==> config.mk <==
export PLATFORM = sky130hd
export DESIGN_NAME = s38417_bank_scan_ctrl_flat
export DESIGN_NICKNAME = d
export VERILOG_FILES = /design/src/rtl/s38417_bank_scan_ctrl_if.sv /design/src/rtl/s38417_bank_scan_ctrl.sv /design/src/flat_wrapper.sv
export SDC_FILE = /design/constraint.sdc
export NUM_CORES = 1
export LEC_CHECK = 0
export ABC_AREA = 1
export BUFFER_PORTS_ARGS = -buffer_cell sky130_fd_sc_hd__buf_2
export CORE_UTILIZATION = 50
export DETAILED_ROUTE_END_ITERATION = 16
export MAX_ROUTING_LAYER = met4
export PLACE_DENSITY = 0.81
export SYNTH_ARGS = -nofsm -noshare
export SYNTH_HDL_FRONTEND = slang
export SYNTH_SLANG_ARGS = --single-unit
export TNS_END_PERCENT = 100
==> constraint.sdc <==
create_clock -name CK -period 4.65 [get_ports CK]
set_input_delay 0.93 -clock CK [delete_from_list [all_inputs] [get_ports CK]]
set_output_delay 0.93 -clock CK [all_outputs]
set_load 0.02 [all_outputs]
==> src/rtl/s38417_bank_scan_ctrl_if.sv <==
// Handshake/result bundle between the test/control FSM, the bank-scan
// sequencer and the bank-compare datapath.
interface s38417_bank_scan_ctrl_if #(
  parameter int unsigned WIDTH = 8
);
  logic             start;
  logic             abort;
  logic [WIDTH-1:0] ref_in;
  logic [WIDTH-1:0] data_in;
  logic [2:0]       sel;
  logic             busy;
  logic             done;
  logic             aborted;
  logic [2:0]       match_vec;
  logic             all_match;
  logic [WIDTH-1:0] sig;
  logic             valid;

  modport master (
    output start, abort, ref_in, data_in,
    input  sel, busy, done, aborted, match_vec, all_match, sig, valid
  );

  modport slave (
    input  start, abort, ref_in, data_in,
    output sel, busy, done, aborted, match_vec, all_match, sig, valid
  );
endinterface

==> src/rtl/s38417_bank_scan_ctrl.sv <==
// Three-phase one-hot bank-select sequencer: drives g826/g823/g853 in turn,
// waits SETTLE cycles for the compare cone, then samples match and signature.
module s38417_bank_scan_ctrl #(
  parameter int unsigned WIDTH  = 8,
  parameter int unsigned SETTLE = 1
) (
  input logic                    CK,
  input logic                    RST,
  s38417_bank_scan_ctrl_if.slave bus
);

  localparam int unsigned CNT_W   = 4;
  localparam int unsigned PHASE_W = 2;

  typedef enum logic [1:0] {
    IDLE   = 2'd0,
    DRIVE  = 2'd1,
    SAMPLE = 2'd2,
    DONE   = 2'd3
  } state_t;

  state_t             state_q,     state_d;
  logic [PHASE_W-1:0] phase_q,     phase_d;
  logic [CNT_W-1:0]   cnt_q,       cnt_d;
  logic [2:0]         sel_q,       sel_d;
  logic               busy_q,      busy_d;
  logic               done_q,      done_d;
  logic               aborted_q,   aborted_d;
  logic [2:0]         match_vec_q, match_vec_d;
  logic               all_match_q, all_match_d;
  logic [WIDTH-1:0]   sig_q,       sig_d;
  logic               valid_q,     valid_d;
  logic               hit;

  assign hit = (bus.data_in == bus.ref_in);

  // Next-state and next-output decode; sel/busy are derived from the next
  // state so they come straight out of flops with no input-to-output path.
  always_comb begin
    state_d     = state_q;
    phase_d     = phase_q;
    cnt_d       = cnt_q;
    match_vec_d = match_vec_q;
    all_match_d = all_match_q;
    sig_d       = sig_q;
    valid_d     = valid_q;
    done_d      = 1'b0;
    aborted_d   = 1'b0;

    case (state_q)
      IDLE: begin
        if (bus.start && !bus.abort) begin
          state_d     = DRIVE;
          phase_d     = '0;
          cnt_d       = CNT_W'(SETTLE);
          match_vec_d = '0;
          all_match_d = 1'b0;
          sig_d       = '0;
          valid_d     = 1'b0;
        end
      end
      DRIVE: begin
        if (bus.abort) begin
          state_d     = IDLE;
          phase_d     = '0;
          aborted_d   = 1'b1;
          match_vec_d = '0;
          all_match_d = 1'b0;
          sig_d       = '0;
          valid_d     = 1'b0;
        end else if (cnt_q == '0) begin
          state_d = SAMPLE;
        end else begin
          cnt_d = CNT_W'(cnt_q - CNT_W'(1));
        end
      end
      SAMPLE: begin
        // An abort here discards the capture of the current phase.
        if (bus.abort) begin
          state_d     = IDLE;
          phase_d     = '0;
          aborted_d   = 1'b1;
          match_vec_d = '0;
          all_match_d = 1'b0;
          sig_d       = '0;
          valid_d     = 1'b0;
        end else begin
          match_vec_d = match_vec_q | (3'(hit) << phase_q);
          sig_d       = sig_q ^ bus.data_in;
          if (phase_q == PHASE_W'(2)) begin
            state_d     = DONE;
            phase_d     = '0;
            done_d      = 1'b1;
            valid_d     = 1'b1;
            all_match_d = &match_vec_d;
          end else begin
            state_d = DRIVE;
            phase_d = PHASE_W'(phase_q + PHASE_W'(1));
            cnt_d   = CNT_W'(SETTLE);
          end
        end
      end
      DONE: begin
        state_d = IDLE;
      end
      default: begin
        state_d = IDLE;
        phase_d = '0;
      end
    endcase

    busy_d = (state_d == DRIVE) || (state_d == SAMPLE);
    sel_d  = busy_d ? (3'b001 << phase_d) : 3'b000;
  end

  always_ff @(posedge CK or posedge RST) begin
    if (RST) begin
      state_q     <= IDLE;
      phase_q     <= '0;
      cnt_q       <= '0;
      sel_q       <= '0;
      busy_q      <= 1'b0;
      done_q      <= 1'b0;
      aborted_q   <= 1'b0;
      match_vec_q <= '0;
      all_match_q <= 1'b0;
      sig_q       <= '0;
      valid_q     <= 1'b0;
    end else begin
      state_q     <= state_d;
      phase_q     <= phase_d;
      cnt_q       <= cnt_d;
      sel_q       <= sel_d;
      busy_q      <= busy_d;
      done_q      <= done_d;
      aborted_q   <= aborted_d;
      match_vec_q <= match_vec_d;
      all_match_q <= all_match_d;
      sig_q       <= sig_d;
      valid_q     <= valid_d;
    end
  end

  assign bus.sel       = sel_q;
  assign bus.busy      = busy_q;
  assign bus.done      = done_q;
  assign bus.aborted   = aborted_q;
  assign bus.match_vec = match_vec_q;
  assign bus.all_match = all_match_q;
  assign bus.sig       = sig_q;
  assign bus.valid     = valid_q;

endmodule

==> src/flat_wrapper.sv <==
// flat-port wrapper written by rule: the top's interface ports become plain ports
module s38417_bank_scan_ctrl_flat 
#(
  parameter int unsigned WIDTH  = 8,
  parameter int unsigned SETTLE = 1
)
  (CK, RST, bus_start, bus_abort, bus_ref_in, bus_data_in, bus_sel, bus_busy, bus_done, bus_aborted, bus_match_vec, bus_all_match, bus_sig, bus_valid);
  s38417_bank_scan_ctrl_if #(.WIDTH(WIDTH)) bus_i ();
  input logic CK;
  input logic RST;
  input wire logic [$bits(bus_i.start)-1:0] bus_start;
  input wire logic [$bits(bus_i.abort)-1:0] bus_abort;
  input wire logic [$bits(bus_i.ref_in)-1:0] bus_ref_in;
  input wire logic [$bits(bus_i.data_in)-1:0] bus_data_in;
  output wire logic [$bits(bus_i.sel)-1:0] bus_sel;
  output wire logic [$bits(bus_i.busy)-1:0] bus_busy;
  output wire logic [$bits(bus_i.done)-1:0] bus_done;
  output wire logic [$bits(bus_i.aborted)-1:0] bus_aborted;
  output wire logic [$bits(bus_i.match_vec)-1:0] bus_match_vec;
  output wire logic [$bits(bus_i.all_match)-1:0] bus_all_match;
  output wire logic [$bits(bus_i.sig)-1:0] bus_sig;
  output wire logic [$bits(bus_i.valid)-1:0] bus_valid;
  assign bus_i.start = bus_start;
  assign bus_i.abort = bus_abort;
  assign bus_i.ref_in = bus_ref_in;
  assign bus_i.data_in = bus_data_in;
  assign bus_sel = bus_i.sel;
  assign bus_busy = bus_i.busy;
  assign bus_done = bus_i.done;
  assign bus_aborted = bus_i.aborted;
  assign bus_match_vec = bus_i.match_vec;
  assign bus_all_match = bus_i.all_match;
  assign bus_sig = bus_i.sig;
  assign bus_valid = bus_i.valid;
  s38417_bank_scan_ctrl #(.WIDTH(WIDTH), .SETTLE(SETTLE)) u_core (.CK(CK), .RST(RST), .bus(bus_i));
endmodule
==> results of run 1 <==
## final cells by class
class                      count  area share
sequential                    27      0.3896
timing repair buffer          38      0.1097
multi-input combinational    123      0.3990
clock buffer                   4     0.01515
tap                           31     0.02237
inverter                      29     0.06421
## per-stage QoR
step | cells | hold slack, ps | setup WS (ps)
floorplan | 180 | 500.4 | 2827
global placement | 248 | 504.1 | 2453
detailed placement | 248 | 508.8 | 2412
CTS | 252 | 539.5 | 2758
global route | 252 | 543.2 | 2628
finish | 252 | 534.4 | 2746
## routing by layer
layer  part of all wire  wire (um)  GRT usage
met1               0.50       1343     0.2674
met2               0.44       1182     0.3076
met3              0.052        142    0.02765
met4              0.013         36    0.06272
met5                  0          0          -
## logic make-up after synthesis
group	synth area share
compound gates	0.1050
xor+xnor	0.05877
flops	0.4534
fa+ha+maj	0.05038
simple gates	0.2502
buf+inv	0.08229
## power by group
group | internal, W | leakage [nW] | switching (W)
Combinational | 0.000165 | 0.593 | 0.000308
Sequential | 0.000298 | 0.358 | 0.0000402
Clock | 0.0000335 | 0.0150 | 0.0000627
## registers in the layout, summed over array words and instances (netlist names)
name	cells
u_core.bus.sig	8
u_core.bus.sel	3
u_core.bus.match_vec	3
u_core.bus.valid	1
u_core.bus.busy	1
u_core.cnt_q	4
u_core.bus.done	1
u_core.bus.aborted	1
u_core.phase_q	2
u_core.bus.all_match	1
u_core.state_q	2
## placed cells by master, fill, tap and decap left out, drive strengths merged
cell,instances
a21boi,1
a21oi,8
a22oi,1
a31oi,3
buf,38
clkbuf,4
dfrtp,27
ha,6
inv,29
nand2,45
nand3,9
nand4,1
nor2,24
nor3,2
o21a,3
o21ai,8
o22ai,2
xnor2,5
xor2,5
## worst register-to-register path: cells and delay by family (launching register included)
| kind | cells | cell delay [ps] |
|---|---|---|
| AND/OR/NAND/NOR | 4 | 550 |
| flip-flops | 1 | 420 |
| AO/OA/AOI/OAI | 1 | 210 |
| adder cells (fa/ha/maj) | 1 | 190 |
| buffers and inverters | 4 | 390 |
## worst min path at each step
stage               slack (ps)           endpoint
floorplan                  500    u_core.cnt_q[3]
global placement           500  u_core.bus.sig[1]
detailed placement         510  u_core.bus.sig[4]
CTS                        540  u_core.bus.sig[4]
global route               540  u_core.bus.sig[4]
finish                     530  u_core.bus.sig[4]
==> load_flow_metrics.sql, run 1 <==
INSERT INTO impl_metrics (metric_group, metric, value, unit) VALUES
('outcome', 'outcome', 'completed', ''),
('critical_path', 'crit_path_frequent_cell', 'sky130_fd_sc_hd__nand2_2', ''),
('critical_path', 'worst-r2r-cell-count', '10', ''),
('synth', 'yosys_most_used_dff', 'sky130_fd_sc_hd__dfrtp_1', ''),
('critical_path', 'worst_path_buffer_plus_inverter_count', '4', ''),
('global_routing', 'first_global_vias', '1124', ''),
('synth', 'synth.net_count', '206', ''),
('die', 'die_width', '56.59', 'um'),
('synth', 'syn_avg_cell_area', '8.279', 'um2'),
('synth', 'post_synth_main_area_contributors', 'sky130_fd_sc_hd__dfrtp_1 45%, sky130_fd_sc_hd__nand2_1 10%, sky130_fd_sc_hd__inv_1 6.3%', ''),
('route', 'avgViaCountPerCell', '4.925', ''),
('timing', 'totalNegativeSetupSlack', '0', 'ps'),
('synth', 'synthesis.yosys.warnings', '0', ''),
('pwr', 'power_consumption', '0.0009069', 'W'),
('pwr', 'irDropWorstVdd', '0.0003427', 'V'),
('timing', 'fin_worst_skew', '4.521', 'ps'),
('global_routing', 'maximum_number_of_pins_on_one_net_before_global_route_repair', '28', ''),
('final_layout', 'area_delta_synth_final', '16.37', '%'),
('final_layout', 'multiInputGateArea', '691.9', 'um2'),
('timing', 'maxSlewViolCount', '0', ''),
('route', 'count_of_unresolved_drc_violations_after_routing', '0', ''),
('hold_path', 'hp-class', 'reg2reg', ''),
('critical_path', 'worstSetupStartpoint', 'bus_abort', ''),
('final_layout', 'final_cell_area', '1734', 'um2'),
('die', 'fp.dieH', '56.59', 'um'),
('die', 'placementRows', '19', ''),
('clock_network', 'postCtsHoldBufs', '0', ''),
('placement', 'place_congestion', '0.8600', ''),
('synth', 'synth_top_area_share', '0.4534', ''),
('die', 'ios', '39', ''),
('critical_path', 'setup.worst_path.start_class', 'input port', ''),
('final_layout', 'post_route_cells_drive_above_1_share', '0.2489', ''),
('pwr', 'ratio_of_total_power_to_cell_area', '523.0', 'nW/um2'),
('synth', 'synth_cell_types', '28', ''),
('critical_path', 'crit_family', 'simple AND/OR/NAND/NOR gates', ''),
('synth', 'synth-edff-count', '0', ''),
('synth', 'synth_cell_area', '1490', 'um2'),
('run', 'drv.max_cap_violation_count', '0', ''),
('clock_network', 'cts_tree', 'done', ''),
('placement', 'place.detailed.hpwl', '2.078', 'mm'),
('clock_network', 'clock_pin_slew_on_the_worst_setup_and_hold_paths', '130', 'ps'),
('critical_path', 'worstReg2RegStart', 'u_core.state_q[1]', ''),
('global_routing', 'groute.usage.overall', '0.1972', ''),
('route', 'post_detailed_route_wirelength_per_cell', '10.73', 'um'),
('placement', 'placement.io_buffers', '38', ''),
('clock_network', 'cts_buffers', '3', ''),
('synth', 'synth_cells', '180', ''),
('timing', 'timing_worst_slew_pin_value', '987.8', 'ps'),
('route', 'vias', '1241', ''),
('final_layout', 'num-fill-cells', '245', ''),
('clock_network', 'cts_sinks', '27', ''),
('critical_path', 'worst_path_required', '4870', 'ps'),
('critical_path', 'crit_path_end', 'u_core.bus.sel[2]', ''),
('final_layout', 'core_util_final', '0.6235', ''),
('clock_network', 'post-cts-setup-buffer-count', '0', ''),
('timing', 'timing_hold_violations_final', '0', ''),
('die', 'initial_standard_cell_utilization_of_the_core', '0.5358', ''),
('synth', 'synth_common_cells', '41 x sky130_fd_sc_hd__nand2_1, 27 x sky130_fd_sc_hd__dfrtp_1, 25 x sky130_fd_sc_hd__inv_1', ''),
('route', 'final_wirelength', '2.705', 'mm'),
('route', 'drt_first_iter_violations', '53', ''),
('route', 'drt_first_pass_iters', '4', ''),
('global_routing', 'antenna_violations_before_repair', '0', ''),
('critical_path', 'timing.critical_path.fanout_max', '13', ''),
('clock_network', 'cts_max_path_buffers', '2', ''),
('critical_path', 'crit_path_end_kind', 'register', ''),
('synth', 'synthDominantAreaCellType', 'sky130_fd_sc_hd__dfrtp_1', ''),
('timing', 'grt_setup_unrepaired', 'no', ''),
('die', 'die_area', '3202', 'um2'),
('critical_path', 'critical_path_depth', '11', ''),
('route', 'antenna_violating_nets_post_route', '0', ''),
('clock_network', 'clock_insertion_delay_worst_skew', '310', 'ps');
(Power assumes the default switching activity.)
==> run 2: changes to the inputs <==
==> constraint.sdc (replaced) <==
create_clock -name CK -period 1.99 [get_ports CK]
set_input_delay 0.398 -clock CK [delete_from_list [all_inputs] [get_ports CK]]
set_output_delay 0.398 -clock CK [all_outputs]
set_load 0.02 [all_outputs]
==> load_flow_metrics.sql, run 2 (same netlist as run 1, synthesis figures left out) <==
INSERT INTO impl_metrics (metric_group, metric, value, unit) VALUES
('pwr', 'internal_portion_of_total_power', '0.001198', 'W'),
('route', 'avgViaCountPerCell', '4.969', ''),
('pwr', 'ratio_of_total_power_to_cell_area', '1232', 'nW/um2'),
('clock_network', 'cts_max_path_buffers', '2', ''),
('die', 'fp.dieH', '56.59', 'um'),
('pwr', 'pwr-share-comb', '0.530', ''),
('hold_path', 'hp-class', 'in2async', ''),
('die', 'die_width', '56.59', 'um'),
('clock_network', 'clock_pin_slew_on_the_worst_setup_and_hold_paths', '130', 'ps'),
('placement', 'placement.io_buffers', '38', ''),
('clock_network', 'cts_sinks', '27', ''),
('die', 'ios', '39', ''),
('die', 'placementRows', '19', ''),
('route', 'antenna_violating_nets_post_route', '0', ''),
('critical_path', 'crit_path_end_kind', 'register', ''),
('final_layout', 'final-seq-area', '675.6', 'um2'),
('global_routing', 'antenna_violations_before_repair', '0', ''),
('route', 'vias', '1272', ''),
('route', 'met2_wirelength', '1.269', 'mm'),
('die', 'core_area', '2781', 'um2'),
('global_routing', 'maximum_number_of_pins_on_one_net_before_global_route_repair', '28', ''),
('clock_network', 'cts_tree', 'done', ''),
('global_routing', 'globalRoute.totalOverflow', '0', ''),
('timing', 'fin_crit', '1773', 'ps'),
('timing', 'totalNegativeSetupSlack', '0', 'ps'),
('final_layout', 'flip_flop_count_of_the_largest_register_all_copies_and_words_added', '8', ''),
('timing', 'timing_hold_violations_final', '0', ''),
('pwr', 'seq_power_share', '0.364', ''),
('die', 'initial_standard_cell_utilization_of_the_core', '0.5358', ''),
('final_layout', 'leading_cell_types_in_the_layout_fill_and_taps_excluded', '41 x sky130_fd_sc_hd__nand2_1, 38 x sky130_fd_sc_hd__buf_2, 27 x sky130_fd_sc_hd__dfrtp_1', ''),
('placement', 'place_congestion', '0.8607', ''),
('final_layout', 'antennaDiodeCount', '0', ''),
('clock_network', 'number_of_h_tree_branching_levels', '1', ''),
('timing', 'grt_setup_unrepaired', 'no', ''),
('pwr', 'irDropWorstVdd', '0.0008837', 'V'),
('final_layout', 'post_route_cells_drive_above_1_share', '0.2622', ''),
('critical_path', 'worst_path_required', '2210', 'ps'),
('global_routing', 'wire_length_of_the_first_global_routing_pass', '4.899', 'mm'),
('timing', 'timing_worst_slew_pin_value', '362.8', 'ps'),
('critical_path', 'setup.worst_path.start_class', 'register', ''),
('timing', 'fin_worst_skew', '1.567', 'ps'),
('critical_path', 'cp_data_arrival_time', '1990', 'ps'),
('route', 'top_signal_layer_used', 'met4', ''),
('route', 'drt_first_pass_iters', '4', ''),
('timing', 'final.period_utilization', '0.8908', ''),
('final_layout', 'multiInputGateArea', '691.9', 'um2'),
('route', 'm1WireLength', '1.323', 'mm'),
('timing', 'timing.slew.headroom', '0.7573', ''),
('global_routing', 'groute.usage.overall', '0.2012', ''),
('clock_network', 'clockRootBuffer', 'sky130_fd_sc_hd__clkbuf_4', ''),
('timing', 'maxSlewViolCount', '0', ''),
('pwr', 'sw_frac_of_total', '0.4488', ''),
('run', 'drv.max_cap_violation_count', '0', ''),
('critical_path', 'timing.critical_path.fanout_max', '6', ''),
('timing', 'fmaxAchievable', '0.5641', 'GHz'),
('route', 'wl_met3', '176', 'um'),
('final_layout', 'mostFrequentLayoutCell', 'sky130_fd_sc_hd__nand2_1', ''),
('pwr', 'netsw', '0.0009757', 'W'),
('die', 'die_area', '3202', 'um2'),
('pwr', 'clock_power_share', '0.106', ''),
('route', 'drt_first_iter_violations', '69', ''),
('timing', 'fin_hold_ws', '104.7', 'ps'),
('global_routing', 'first_global_vias', '1189', ''),
('route', 'count_of_unresolved_drc_violations_after_routing', '0', ''),
('final_layout', 'finalNetCount', '252', ''),
('route', 'final_wirelength', '2.813', 'mm'),
('outcome', 'outcome', 'completed', ''),
('placement', 'place.detailed.hpwl', '2.229', 'mm'),
('clock_network', 'cts_buffers', '3', ''),
('final_layout', 'num-fill-cells', '266', ''),
('timing', 'final_setup_violation_count', '0', ''),
('pwr', 'power.static_leakage', '0.9854', 'nW'),
('final_layout', 'area_delta_synth_final', '18.39', '%'),
('clock_network', 'clock_insertion_delay_worst_skew', '320', 'ps'),
('critical_path', 'class_of_the_most_critical_setup_path', 'reg2reg', ''),
('route', 'post_detailed_route_wirelength_per_cell', '10.99', 'um');
run 2: timing repair:
item,4_1_cts,5_1_grt
buffers inserted,0,2
endpoints found under the hold margin,0,0
hold buffers,0,0
endpoints found under the setup margin,0,7
resized for setup,0,0
run 2: per-stage QoR:
stage	area, um2	utilization	std cells	setup slack (ps)	power, W
final	1764	0.6343	256	217.3	0.002174
after global routing	1764	0.6343	256	22.45	0.002387
after CTS	1749	0.6289	254	133.8	0.002156
after detailed placement	1723	0.6194	250	163.2	0.001925
after global placement	1723	0.6194	250	196.4	0.001888
after floorplan	1490	-	180	446.8	0.001676
run 2: routing by layer:
layer | GRT usage | up-vias
met5 | - | -
met4 | 0.08014 | 0
met3 | 0.02304 | 5
met2 | 0.3261 | 47
met1 | 0.2583 | 572
li1 | - | 648
run 2: layout make-up:
class | instances | area share
inverters | 29 | 0.06312
repair buffers | 42 | 0.1248
flip-flops and latches | 27 | 0.3830
clock buffers | 4 | 0.01489
well taps | 31 | 0.02199
multi-input cells | 123 | 0.3922
run 2: critical path, stage by stage, from the launching register on:
cell and delay [ps]:
sky130_fd_sc_hd__dfrtp_1 440, sky130_fd_sc_hd__inv_1 120, sky130_fd_sc_hd__ha_1 180, sky130_fd_sc_hd__inv_1 70
sky130_fd_sc_hd__nor2_1 300, sky130_fd_sc_hd__nor2_4 100, sky130_fd_sc_hd__buf_4 170, sky130_fd_sc_hd__nand2_1 70
sky130_fd_sc_hd__xor2_1 150, sky130_fd_sc_hd__nor2_1 60
run 2: worst paths after layout:
kind	from	to	slack [ps]	cells past startpoint
setup / recovery	u_core.state_q[1]	u_core.bus.sig[7]	220	9
hold / removal	RST	u_core.bus.sig[7]	100	3
setup reg to reg	u_core.state_q[1]	u_core.bus.sig[7]	220	9
hold reg to reg	u_core.bus.valid	u_core.bus.valid	540	2
max in group asynchronous	RST	u_core.cnt_q[1]	1630	3
min in group CK	bus_abort	u_core.bus.aborted	320	3
run 2: power by group through the flow:
stage / registers, W / logic [W] / clock network, W
floorplan: 0.000892 / 0.000783 / 0
global placement: 0.000799 / 0.00109 / 0
detailed placement: 0.000805 / 0.00112 / 0
CTS: 0.000794 / 0.00112 / 0.000240
global route: 0.000809 / 0.00131 / 0.000267
finish: 0.000792 / 0.00115 / 0.000230
==> run 3: changes to the inputs <==
--- a/config.mk
+++ b/config.mk
@@ -7,6 +7,7 @@
 export LEC_CHECK = 0
 export ABC_AREA = 1
 export BUFFER_PORTS_ARGS = -buffer_cell sky130_fd_sc_hd__buf_2
+export CORE_ASPECT_RATIO = 0.75
 export CORE_UTILIZATION = 50
 export DETAILED_ROUTE_END_ITERATION = 16
 export MAX_ROUTING_LAYER = met4
==> load_flow_metrics.sql, run 3 (same netlist as run 1, synthesis figures left out) <==
INSERT INTO impl_metrics (metric_group, metric, value, unit) VALUES
('outcome', 'outcome', 'completed', ''),
('route', 'post_detailed_route_wirelength_per_cell', '10.80', 'um'),
('final_layout', 'finalNetCount', '253', ''),
('global_routing', 'global_route.usage.met1', '0.2798', ''),
('die', 'core_area', '2723', 'um2'),
('critical_path', 'worst-r2r-cell-count', '10', ''),
('final_layout', 'layout.cells.non_filler', '262', ''),
('timing', 'maxSlewViolCount', '0', ''),
('critical_path', 'timing.critical_path.cells', 'inv_1 -> ha_1 -> nand2_2 -> nand2_4 -> nor2_4 -> inv_4 -> nor2_8 -> inv_2 -> o21ai_0 -> a21oi_1', ''),
('route', 'final_wirelength', '2.829', 'mm'),
('critical_path', 'critical-path-slowest-cell', 'sky130_fd_sc_hd__dfrtp_1', ''),
('placement', 'placedCellCount', '255', ''),
('clock_network', 'clock_pin_slew_on_the_worst_setup_and_hold_paths', '90', 'ps'),
('route', 'count_of_unresolved_drc_violations_after_routing', '0', ''),
('clock_network', 'clock_insertion_delay_worst_skew', '270', 'ps'),
('global_routing', 'groute.usage.overall', '0.2049', ''),
('route', 'drt_first_iter_violations', '102', ''),
('global_routing', 'wire_length_of_the_first_global_routing_pass', '4.885', 'mm'),
('global_routing', 'globalRoute.totalOverflow', '0', ''),
('die', 'die_area', '3205', 'um2'),
('pwr', 'ratio_of_total_power_to_cell_area', '1265', 'nW/um2'),
('critical_path', 'class_of_the_most_critical_setup_path', 'reg2reg', ''),
('final_layout', 'antennaDiodeCount', '0', ''),
('final_layout', 'mostFrequentLayoutCell', 'sky130_fd_sc_hd__nand2_1', ''),
('global_routing', 'antenna_violations_before_repair', '0', ''),
('final_layout', 'num-fill-cells', '249', ''),
('clock_network', 'clockRootBuffer', 'sky130_fd_sc_hd__clkbuf_8', ''),
('clock_network', 'cts_buffers', '3', ''),
('die', 'placementRows', '16', ''),
('critical_path', 'worstReg2RegStart', 'u_core.state_q[0]', ''),
('placement', 'place_congestion', '0.8666', ''),
('timing', 'final.period_utilization', '0.8847', ''),
('critical_path', 'cp_data_arrival_time', '1920', 'ps'),
('global_routing', 'first_global_vias', '1147', ''),
('global_routing', 'maximum_number_of_pins_on_one_net_before_global_route_repair', '28', ''),
('final_layout', 'area_delta_synth_final', '20.65', '%'),
('placement', 'placement.io_buffers', '38', ''),
('route', 'antenna_violating_nets_post_route', '0', ''),
('clock_network', 'cts_max_path_buffers', '2', ''),
('critical_path', 'cpPeakStageDelay', '440', 'ps'),
('route', 'vias', '1244', ''),
('final_layout', 'flip_flop_count_of_the_largest_register_all_copies_and_words_added', '8', ''),
('clock_network', 'cts.repair.resized', '0', ''),
('timing', 'grt_setup_unrepaired', 'no', ''),
('global_routing', 'grt-busiest-layer', 'met2', ''),
('pwr', 'irDropWorstVdd', '0.0008404', 'V'),
('clock_network', 'number_of_h_tree_branching_levels', '1', ''),
('hold_path', 'hp-class', 'in2async', ''),
('die', 'ios', '39', ''),
('final_layout', 'core_util_final', '0.6604', ''),
('critical_path', 'worst_path_required', '2150', 'ps'),
('critical_path', 'setup.worst_path.start_class', 'register', ''),
('timing', 'fin_crit', '1760', 'ps'),
('run', 'drv.max_cap_violation_count', '0', ''),
('clock_network', 'cts_sinks', '27', ''),
('global_routing', 'grt.met3_usage', '0.05607', ''),
('die', 'fp.dieH', '49.28', 'um'),
('timing', 'timing_worst_slew_pin_value', '345.3', 'ps'),
('timing', 'totalNegativeSetupSlack', '0', 'ps'),
('critical_path', 'timing.critical_path.fanout_max', '10', ''),
('clock_network', 'postCtsHoldBufs', '0', ''),
('timing', 'timing.slew.headroom', '0.7690', ''),
('final_layout', 'leading_cell_types_in_the_layout_fill_and_taps_excluded', '41 x sky130_fd_sc_hd__nand2_1, 38 x sky130_fd_sc_hd__buf_2, 27 x sky130_fd_sc_hd__dfrtp_1', ''),
('timing', 'timing_hold_violations_final', '0', ''),
('final_layout', 'post_route_cells_drive_above_1_share', '0.2699', ''),
('critical_path', 'worstSetupStartpoint', 'u_core.state_q[0]', ''),
('placement', 'place.detailed.hpwl', '2.232', 'mm'),
('pwr', 'power.static_leakage', '1.001', 'nW'),
('critical_path', 'crit_path_end_kind', 'register', ''),
('die', 'die_width', '65.04', 'um'),
('global_routing', 'use_met2', '0.3108', ''),
('timing', 'fmaxAchievable', '0.5680', 'GHz'),
('timing', 'fin_worst_skew', '6.245', 'ps'),
('route', 'avgViaCountPerCell', '4.748', ''),
('timing', 'fin_hold_ws', '167.1', 'ps'),
('clock_network', 'cts_tree', 'done', ''),
('route', 'drt_first_pass_iters', '4', ''),
('timing', 'final_setup_violation_count', '0', ''),
('die', 'initial_standard_cell_utilization_of_the_core', '0.5473', '');
[run 3: final cells by class]
cell class / count / area, um2 / share of cell area
Clock buffer: 3 / 41.29 / 0.02296
Clock inverter: 1 / 5.005 / 0.002784
Inverter: 29 / 111.4 / 0.06193
Multi-Input combinational cell: 123 / 691.9 / 0.3848
Sequential cell: 27 / 675.6 / 0.3758
Tap cell: 36 / 45.04 / 0.02505
Timing Repair Buffer: 43 / 227.7 / 0.1267
[run 3: worst paths after layout]
kind | end | slack, ps
worst max-delay path | u_core.bus.match_vec[2] | 230
worst min-delay path | u_core.cnt_q[1] | 170
worst max register to register | u_core.bus.match_vec[2] | 230
worst min register to register | u_core.bus.sig[4] | 520
max in group asynchronous | u_core.cnt_q[0] | 1580
min in group CK | u_core.bus.aborted | 390
[run 3: critical path: cells and delay by family (launching register included)]
family | cells | cell delay [ps]
AO/OA/AOI/OAI | 2 | 150
adder cells (fa/ha/maj) | 1 | 260
buffers and inverters | 3 | 240
flip-flops | 1 | 440
AND/OR/NAND/NOR | 4 | 550
[run 3: routing by layer]
| metal | wire length, um | part of all wire | vias to the layer above |
|---|---|---|---|
| li1 | - | - | 654 |
| met1 | 1454 | 0.51 | 561 |
| met2 | 1243 | 0.44 | 25 |
| met3 | 111 | 0.039 | 4 |
| met4 | 20 | 0.0071 | 0 |
| met5 | 0 | 0 | - |
[run 3: stage by stage]
step	setup WS (ps)	power (W)	cell area, um2
floorplan	446.8	0.001676	1490
global placement	231.2	0.001897	1729
detailed placement	136.1	0.001925	1729
CTS	108.3	0.002238	1775
global route	69.09	0.002483	1798
finish	229.5	0.002275	1798
[run 3: what timing repair did]
action / CTS / global route
hold endpoints to repair: 0 / 0
endpoints found under the setup margin: 0 / 4
setup buffers: 0 / 3
[run 3: power by group]
part / switching [W] / total, W / internal [W]
clock network: 0.000163 / 0.000303 / 0.000140
logic: 0.000742 / 0.00118 / 0.000441
registers: 0.0000923 / 0.000788 / 0.000696
total: 0.000997 / 0.00227 / 0.00128
